**src/rtl/bmult_sched_pkg.sv**
```systemverilog
// Shared types and defaults for the shared-multiplier scheduler.
package bmult_sched_pkg;

    localparam int unsigned DEF_W        = 24;
    localparam int unsigned DEF_NREQ     = 4;
    localparam int unsigned DEF_MULT_LAT = 1;

    // Widest requester ID needed for up to 8 requesters.
    localparam int unsigned MAX_IDW      = 3;

    typedef enum logic [1:0] {
        RUN    = 2'd0,
        DRAIN  = 2'd1,
        PAUSED = 2'd2
    } sched_state_t;

    // In-flight operation tag carried alongside the datapath.
    typedef struct packed {
        logic               vld;
        logic [MAX_IDW-1:0] id;
    } tag_t;

endpackage

```
**src/rtl/bmult_share_sched_rr_arbiter.sv**
```systemverilog
// Combinational round-robin pick: first valid requester at or after ptr, wrapping.
module rr_arbiter #(
    parameter int unsigned NREQ = 4,
    parameter int unsigned IDW  = $clog2(NREQ)
) (
    input  logic [NREQ-1:0] valid,
    input  logic [IDW-1:0]  ptr,
    input  logic            en,
    output logic [NREQ-1:0] grant,
    output logic [IDW-1:0]  grant_id,
    output logic            grant_any
);

    int unsigned    sum;
    logic [IDW-1:0] idx;

    // Scan NREQ positions starting at ptr; the first valid one wins.
    always_comb begin
        grant     = '0;
        grant_id  = '0;
        grant_any = 1'b0;
        sum       = 0;
        idx       = '0;
        for (int unsigned k = 0; k < NREQ; k++) begin
            sum = 32'(ptr) + k;
            if (sum >= NREQ) begin
                sum = sum - NREQ;
            end
            idx = IDW'(sum);
            if (en && !grant_any && valid[idx]) begin
                grant[idx] = 1'b1;
                grant_id   = idx;
                grant_any  = 1'b1;
            end
        end
    end

endmodule

```
**src/rtl/bmult_share_sched.sv**
```systemverilog
// Round-robin scheduler time-sharing one pipelined multiplier among NREQ requesters.
module bmult_share_sched
    import bmult_sched_pkg::*;
#(
    parameter int unsigned W        = DEF_W,
    parameter int unsigned NREQ     = DEF_NREQ,
    parameter int unsigned MULT_LAT = DEF_MULT_LAT,
    parameter int unsigned IDW      = $clog2(NREQ)
) (
    input  logic              clk,
    input  logic              rst,
    input  logic [NREQ-1:0]   req_valid,
    input  logic [NREQ*W-1:0] req_a,
    input  logic [NREQ*W-1:0] req_b,
    output logic [NREQ-1:0]   req_ready,
    output logic              mult_vld,
    output logic [W-1:0]      mult_a,
    output logic [W-1:0]      mult_b,
    input  logic [2*W-1:0]    mult_p,
    output logic              rsp_valid,
    output logic [IDW-1:0]    rsp_id,
    output logic [2*W-1:0]    rsp_prod,
    input  logic              pause_req,
    output logic              paused,
    output logic              busy
);

    localparam int unsigned CNTW = $clog2(MULT_LAT + 3);

    sched_state_t    state;
    sched_state_t    state_next;
    logic [IDW-1:0]  ptr;
    logic [IDW-1:0]  ptr_next;
    logic [IDW-1:0]  issue_id;
    logic [CNTW-1:0] count;
    logic [CNTW-1:0] count_next;
    tag_t            pipe [MULT_LAT];

    logic            grant_en;
    logic [NREQ-1:0] grant;
    logic [IDW-1:0]  grant_id;
    logic            handshake;
    logic [W-1:0]    sel_a;
    logic [W-1:0]    sel_b;

    // Grants only while running and not being asked to pause.
    assign grant_en  = (state == RUN) && !pause_req && !rst;
    assign req_ready = grant;

    rr_arbiter #(
        .NREQ (NREQ),
        .IDW  (IDW)
    ) u_arb (
        .valid     (req_valid),
        .ptr       (ptr),
        .en        (grant_en),
        .grant     (grant),
        .grant_id  (grant_id),
        .grant_any (handshake)
    );

    // Operand mux driven by the one-hot grant.
    always_comb begin
        sel_a = '0;
        sel_b = '0;
        for (int unsigned i = 0; i < NREQ; i++) begin
            if (grant[i]) begin
                sel_a = req_a[i*W +: W];
                sel_b = req_b[i*W +: W];
            end
        end
    end

    // Pointer advances past the winner; in-flight count tracks handshakes minus responses.
    always_comb begin
        ptr_next   = ptr;
        count_next = count;
        if (handshake) begin
            ptr_next = (grant_id == IDW'(NREQ - 1)) ? '0 : grant_id + IDW'(1);
        end
        if (handshake && !rsp_valid) begin
            count_next = count + CNTW'(1);
        end else if (!handshake && rsp_valid) begin
            count_next = count - CNTW'(1);
        end
    end

    // Next-state logic; DRAIN looks ahead so PAUSED follows the last response immediately.
    always_comb begin
        state_next = state;
        unique case (state)
            RUN: begin
                if (pause_req) state_next = DRAIN;
            end
            DRAIN: begin
                if (!pause_req)             state_next = RUN;
                else if (count_next == '0)  state_next = PAUSED;
            end
            PAUSED: begin
                if (!pause_req) state_next = RUN;
            end
            default: state_next = RUN;
        endcase
    end

    // Control registers and status flags.
    always_ff @(posedge clk) begin
        if (rst) begin
            state  <= RUN;
            ptr    <= '0;
            count  <= '0;
            busy   <= 1'b0;
            paused <= 1'b0;
        end else begin
            state  <= state_next;
            ptr    <= ptr_next;
            count  <= count_next;
            busy   <= (count_next != '0);
            paused <= (state_next == PAUSED);
        end
    end

    // Issue stage: operands hold between issues so the datapath inputs stay quiet.
    always_ff @(posedge clk) begin
        if (rst) begin
            mult_vld <= 1'b0;
            mult_a   <= '0;
            mult_b   <= '0;
            issue_id <= '0;
        end else begin
            mult_vld <= handshake;
            if (handshake) begin
                mult_a   <= sel_a;
                mult_b   <= sel_b;
                issue_id <= grant_id;
            end
        end
    end

    // Tag pipeline aligned with mult_p; its last stage gates the response register.
    always_ff @(posedge clk) begin
        if (rst) begin
            for (int unsigned i = 0; i < MULT_LAT; i++) begin
                pipe[i] <= '0;
            end
            rsp_valid <= 1'b0;
            rsp_id    <= '0;
            rsp_prod  <= '0;
        end else begin
            pipe[0].vld <= mult_vld;
            pipe[0].id  <= MAX_IDW'(issue_id);
            for (int unsigned i = 1; i < MULT_LAT; i++) begin
                pipe[i] <= pipe[i-1];
            end
            rsp_valid <= pipe[MULT_LAT-1].vld;
            if (pipe[MULT_LAT-1].vld) begin
                rsp_id   <= IDW'(pipe[MULT_LAT-1].id);
                rsp_prod <= mult_p;
            end
        end
    end

endmodule

```
**config.mk**
```make
export PLATFORM = sky130hd
export DESIGN_NAME = bmult_share_sched
export DESIGN_NICKNAME = d
export VERILOG_FILES = /design/src/rtl/bmult_sched_pkg.sv /design/src/rtl/bmult_share_sched_rr_arbiter.sv /design/src/rtl/bmult_share_sched.sv
export SDC_FILE = /design/constraint.sdc
export NUM_CORES = 1
export LEC_CHECK = 0
export ABC_AREA = 1
export BUFFER_PORTS_ARGS = -buffer_cell sky130_fd_sc_hd__clkbuf_2
export CORE_AREA = 2 2 135 137
export CTS_CLUSTER_DIAMETER = 50
export DETAILED_ROUTE_END_ITERATION = 10
export DIE_AREA = 0 0 137 139
export GPL_TIMING_DRIVEN = 0
export PLACE_DENSITY = 0.65
export SYNTH_ARGS = -nofsm -noshare
export SYNTH_HDL_FRONTEND = slang
export SYNTH_SLANG_ARGS = --single-unit
```
**constraint.sdc**
```tcl
create_clock -name clk -period 3.2 [get_ports clk]
set_input_delay 0 -clock clk [delete_from_list [all_inputs] [get_ports clk]]
set_output_delay 0 -clock clk [all_outputs]
set_load 0.05 [all_outputs]
```
==> Yosys cells after proc, flatten, opt, wreduce, memory -nomap -nowiden <==
Memory sizes are Yosys's and may differ from the RTL's.
Index checks and enable logic that the tools add are counted.
{ "totals": {"in_bits": 247, "regBits": 110, "mem_bits_rw": 3, "word_cells": 121, "mem_count": 1} }
{ "classes": {"n_bitwise": 3, "muxes": 53, "reduce_logical": 26, "n_lt_le_gt_ge": 12, "n_addsub": 10, "eq_ne": 4} }
{ "memory_table": {"columns": ["memory", "depth", "word_bits", "read_ports", "rd_clocked_by_memory_dff", "wr", "line_no", "text"], "rows": [
  ["pipe", 1, 3, 1, 0, 2, "bmult_share_sched.sv:37", "tag_t pipe [MULT_LAT];"]
]} }
{ "op_table": {"columns": ["cell", "n"], "rows": [
  ["24-bit two-way mux", 8],
  ["2-bit two-way mux", 16],
  ["4-bit two-way mux", 4],
  ["1-bit logical AND", 15],
  ["1-bit two-way mux", 15],
  ["2-bit by 3-bit < comparator with 1-bit output, second input constant", 4],
  ["4-bit OR", 3],
  ["2-bit by 1-bit subtractor with 2-bit output, second input constant", 5],
  ["3-bit greater-or-equal comparator, second input constant", 3],
  ["1-bit binary-select mux with 2-bit select", 4],
  ["1-bit demux with 2-bit select", 4],
  ["2-bit by 1-bit greater-or-equal comparator with 1-bit output, second input constant", 4],
  ["1-bit zero test", 7],
  ["2-bit by 2-bit adder with 3-bit output, second input constant", 2],
  ["2-bit == test, second input constant", 3],
  ["2-bit case mux with 3 select lines", 1],
  ["2-bit by 1-bit adder with 2-bit output, second input constant", 2],
  ["2-bit zero test", 2],
  ["2-bit by 1-bit adder with 3-bit output, second input constant", 1],
  ["2-bit by 3-bit greater-or-equal comparator with 1-bit output, second input constant", 1],
  ["3-bit two-way mux", 1],
  ["3-bit OR reduction", 1],
  ["2-bit by 1-bit == test with 1-bit output, second input constant", 1],
  ["2-bit nonzero test", 1]
]} }

==> Logic depth before layout (Yosys ltp) <==
{ "logic_depth": {"ltp_word": 27, "depth_mapped": 18, "mapped_depth_nobuf": 15} }

==> By module <==
A second synthesis with hierarchy kept.
{ "unflattened": {"cells_unflattened": 907, "hier_area_um2": 6118.4} }
{ "modules_own_cells": {"columns": ["module", "area_each_um2", "n_inst", "seq_area_each_um2", "cells_each"], "rows": [
  ["bmult_share_sched", 5574.1, 1, 2262.2, 815],
  ["rr_arbiter", 544.3, 1, 0.0, 92]
]} }

==> Least setup slack after synthesis <==
No wires, ideal clock.
{ "synth_timing": {"path_type": "flip-flop to flip-flop", "from": "register ptr[0]", "to": "register mult_a[0]", "setup_time_ps": 70, "synth_period_minus_slack_ps": 2396, "t_arrival_ps": 2326, "path_stages_with_launch": 15, "setup_slack_ps": 804, "cell_sequence": "dfxtp_1 -> inv_2 -> ha_1 -> inv_1 -> nand3_1 -> nand2_2 -> nand4_2 -> nor2_4 -> nand2_1 -> nand2_2 -> buf_2 -> nand3_1 -> nand2_1 -> nand2_1 -> a21oi_1"} }
{ "synth_via": {"elab_chain_len": 22} }
{ "synth_lines": {"columns": ["item", "line_no", "text"], "rows": [
  ["start, declared", "bmult_share_sched.sv:32", "logic [IDW-1:0] ptr;"],
  ["start signal, assigned", "bmult_share_sched.sv:116", "ptr <= ptr_next;"],
  ["parallel branches: the longest is 17 deep, another holds 2-bit by 1-bit adder with 3-bit output", null, null],
  ["4-bit two-way mux (*)", "bmult_share_sched_rr_arbiter.sv:30", "if (en && !grant_any && valid[idx]) begin"],
  ["net req_ready[0]", "bmult_share_sched.sv:15", "output logic [NREQ-1:0] req_ready,"],
  ["24-bit two-way mux (*) (4 in series)", "bmult_share_sched.sv:67", "if (grant[i]) begin"],
  ["end signal, assigned", "bmult_share_sched.sv:133", "mult_a <= sel_a;"],
  ["end, declared", "bmult_share_sched.sv:17", "output logic [W-1:0] mult_a,"]
]} }
Mark *: on every way through the listed nets, which the timed path passes. The select of a mux whose other input is x is not followed.
A chain may end at the register's enable or synchronous reset.

==> Worst setup path in the final report <==
{ "layout_timing": {"from": "register ptr[1]", "to": "output req_ready[3]"} }
{ "layout_via": {"elab_chain_len": 18} }
{ "layout_lines": {"columns": ["item", "line_no"], "rows": [
  ["parallel branches: the longest is 17 deep, another holds 2-bit by 1-bit adder with 3-bit output", null],
  ["4-bit two-way mux (*)", "bmult_share_sched_rr_arbiter.sv:30"],
  ["end, declared", "bmult_share_sched.sv:15"]
]} }
Mark *: on every way between the ends. The select of a mux whose other input is x is not followed.

==> results.py <==
metrics = {
    "place": {
        "dp.cells": 1491,
        "port_buffers": 351,
        "dp_hpwl_microns": 18980,
        "gp_congestion": 0.9083,
    },
    "synth": {
        "ys_types": 29,
        "synth-edff-count": 0,
        "synth_nets": 1163,
        "async_flop_share_pct": 0,
        "syn-cell-area_sq_mm": 0.006036,
        "yosys.area.top_type": "dfxtp_1",
        "yosysTopAreaCellShare_pct": 37.48,
        "synth.most_common_cell": "a21oi_1",
        "synth_seq_area_share_pct": 37.48,
        "netlist_instances": 911,
        "syn_area_per_cell_sq_um": 6.625,
        "ys_ff_latch": 113,
        "synth_top_cells_by_count": "a21oi_1, nor2_1, nand2_1, dfxtp_1, o21ai_0",
        "yosys-top-cells-area": "dfxtp_1, a21oi_1, nor2_1",
        "dominantRegCellSynth": "dfxtp_1",
        "synth_warnings": 0,
    },
    "die": {
        "rows": 49,
        "design.core.area_sq_mm": 0.01766,
        "die_w_microns": 137,
        "ioPinCount": 353,
        "start_util_pct": 34.18,
        "dieArea_sq_mm": 0.01904,
        "die_y_microns": 139,
    },
    "pwr": {
        "leakage_nw": 5.406,
        "comb_power_share_pct": 53.3,
        "seqPwrFrac_pct": 24.3,
        "power-per-cell-area_mw_per_mm2": 766.0,
        "switching_share_pct": 49.89,
        "p_clk_share_pct": 22.4,
        "ir_drop_mv": 0.3887,
        "power_switching_mw": 4.161,
        "p_int_mw": 4.180,
    },
    "global_route": {
        "grt_pass1_vias": 8913,
        "grt_max_degree": 17,
        "track_usage_pct": 29.22,
        "overflow": 0,
        "antenna_found_initial": 1,
        "grt_pass1_wl_microns": 43930,
    },
    "route": {
        "vias_per_cell": 5.163,
        "post-route-drc-count": 0,
        "num_vias": 9020,
        "drtPass1Iterations": 6,
        "wl_microns": 29090,
        "wl_per_cell_microns": 16.65,
        "dr.first_iter.drc_count": 686,
        "drt.antenna.violating_nets": 0,
    },
    "setup_path": {
        "worstSetupPathType": "flop to primary output",
        "required_ns": 3.20,
        "crit_path_max_fanout": 10,
        "cp-start-kind": "flop",
        "worstSetupEndpointType": "primary output",
        "crit_arrival_ns": 3.01,
    },
    "sta": {
        "setup_tns_ns": 0,
        "fin_crit_sh_pct": 94.06,
        "slew_violations": 0,
        "finalClockSkew_ns": 0.01319,
        "period_needed_ns": 3.010,
        "slew-limit-headroom_pct": 63.27,
        "fmax_mhz": 332.2,
        "max_slew.worst_pin.slew_ns": 0.5510,
        "finalHoldViolations": 0,
        "rsz0062_at_grt": "false",
        "finalSetupViolCount": 0,
    },
    "outcome": {
        "status": "completed",
    },
    "clock_tree": {
        "cts_buffers": 17,
        "clkTransAtPathRegs_ns": 0.05,
        "cts_tree": "yes",
        "clockBufferDepth": 2,
        "cts_root_buffer": "clkbuf_16",
        "clkLatencyLatePin_ns": 0.42,
        "clock-sinks": 113,
        "htree_num_levels": 4,
    },
    "min_path": {
        "worst_hold_path_type": "input port to flop",
    },
    "finish": {
        "nets": 1755,
        "stdcell_count": 1747,
        "drive_above_1_share_pct": 30.08,
        "area_delta_synth_final_pct": 80.41,
    },
    "run": {
        "max_cap_viol_count": 0,
    },
}
## cell families after synthesis
group                      synth area share [%]
AOI/OAI and AO/OA                         25.44
adders and majority gates                 1.036
buffers and inverters                     8.271
DFF                                       37.48
xor gates and xnor gates                 0.3938
and+or+nand+nor                           27.38
## final timing paths
kind                                           from                      end  slack, ns  cells past startpoint
worst max-delay path            ptr[1]$_SDFFE_PP0P_             req_ready[3]       0.19                     12
worst max register to register  ptr[1]$_SDFFE_PP0P_   mult_b[1]$_SDFFE_PP0P_       0.30                     13
worst min register to register  mult_vld$_SDFF_PP0_    pipe[0][2]$_SDFF_PP0_       0.43                      2
worst min-delay path                      req_a[10]  mult_a[10]$_SDFFE_PP0P_      0.003                      5
## cell type report
| type | count | area, sq um |
|---|---|---|
| clock buffer | 17 | 425.4 |
| tap | 229 | 286.5 |
| buffer | 73 | 400.4 |
| clock inverter | 15 | 148.9 |
| antenna | 2 | 5.005 |
| multi-input combinational | 698 | 3274 |
| timing repair buffer | 573 | 3984 |
| inverter | 27 | 101.3 |
| sequential | 113 | 2263 |
| fill | 1530 | 6768 |
## per-layer routing
layer | vias up | wire [microns] | global-route usage [%]
li1 | 4252 | - | -
met1 | 4044 | 11110 | 33.01
met2 | 571 | 13940 | 49.41
met3 | 153 | 2425 | 6.944
met4 | 0 | 1617 | 17.31
met5 | - | 0 | 0
## flip-flops by register name, summed over array words and instances (netlist names)
| signal | flops |
|---|---|
| issue_id | 2 |
| mult_b | 24 |
| rsp_id | 2 |
| count | 2 |
| mult_a | 24 |
| mult_vld | 1 |
| rsp_prod | 48 |
| pipe | 3 |
| rsp_valid | 1 |
| busy | 1 |
| state | 2 |
| ptr | 2 |
| paused | 1 |
## worst max-delay path, stage by stage (launching register included)
cell	delay (ns)
dfxtp_1	0.35
buf_2	0.22
inv_2	0.11
ha_1	0.33
inv_1	0.14
nand3_1	0.14
nand2_2	0.13
nand4_2	0.13
nor2_4	0.19
nand2_1	0.11
nand3_2	0.20
clkbuf_4	0.27
clkbuf_4	0.26
## power groups by stage
stage                     Clock [mW]  Combinational [mW]  Sequential (mW)
after floorplan                    0                1.75             3.28
after global placement             0                4.09             2.03
after detailed placement           0                4.12             2.04
after CTS                       1.89                4.35             2.01
after global routing            1.96                4.77             2.07
final                           1.87                4.45             2.03
## repair_timing
item,in CTS,in global routing
hold endpoints to repair,106,0
hold buffers,222,0
endpoints found under the setup margin,0,16
setup buffers,0,0
gates resized for setup,0,6
## stage by stage
step	total power, mW	worst slack [ns]	utilization (%)	hold WS (ns)	area (sq um)
2_1_floorplan	5.032	0.8040	-	0.1227	6036
3_3_place_gp	6.127	0.3480	45.76	0.2243	8079
3_5_place_dp	6.154	0.3391	45.76	0.2289	8079
4_1_cts	8.249	0.01617	61.59	0.001204	10880
6_report	8.341	0.1900	61.67	0.002843	10890
5_1_grt	8.798	0.004851	61.66	0.02401	10890
## placed cells by master (no fill, tap or decap), drive strengths merged, types with 2 or more instances in the layout
cell         count
dlygate4sd3    222
ha               5
clkinv           6
dfxtp          113
nor2           165
buf             42
a21oi          199
nand4            2
o21ai          104
nand2          146
clkbuf         399
inv             34
diode            2
nand3           71
Note: power is estimated with default switching activity, not from simulation.
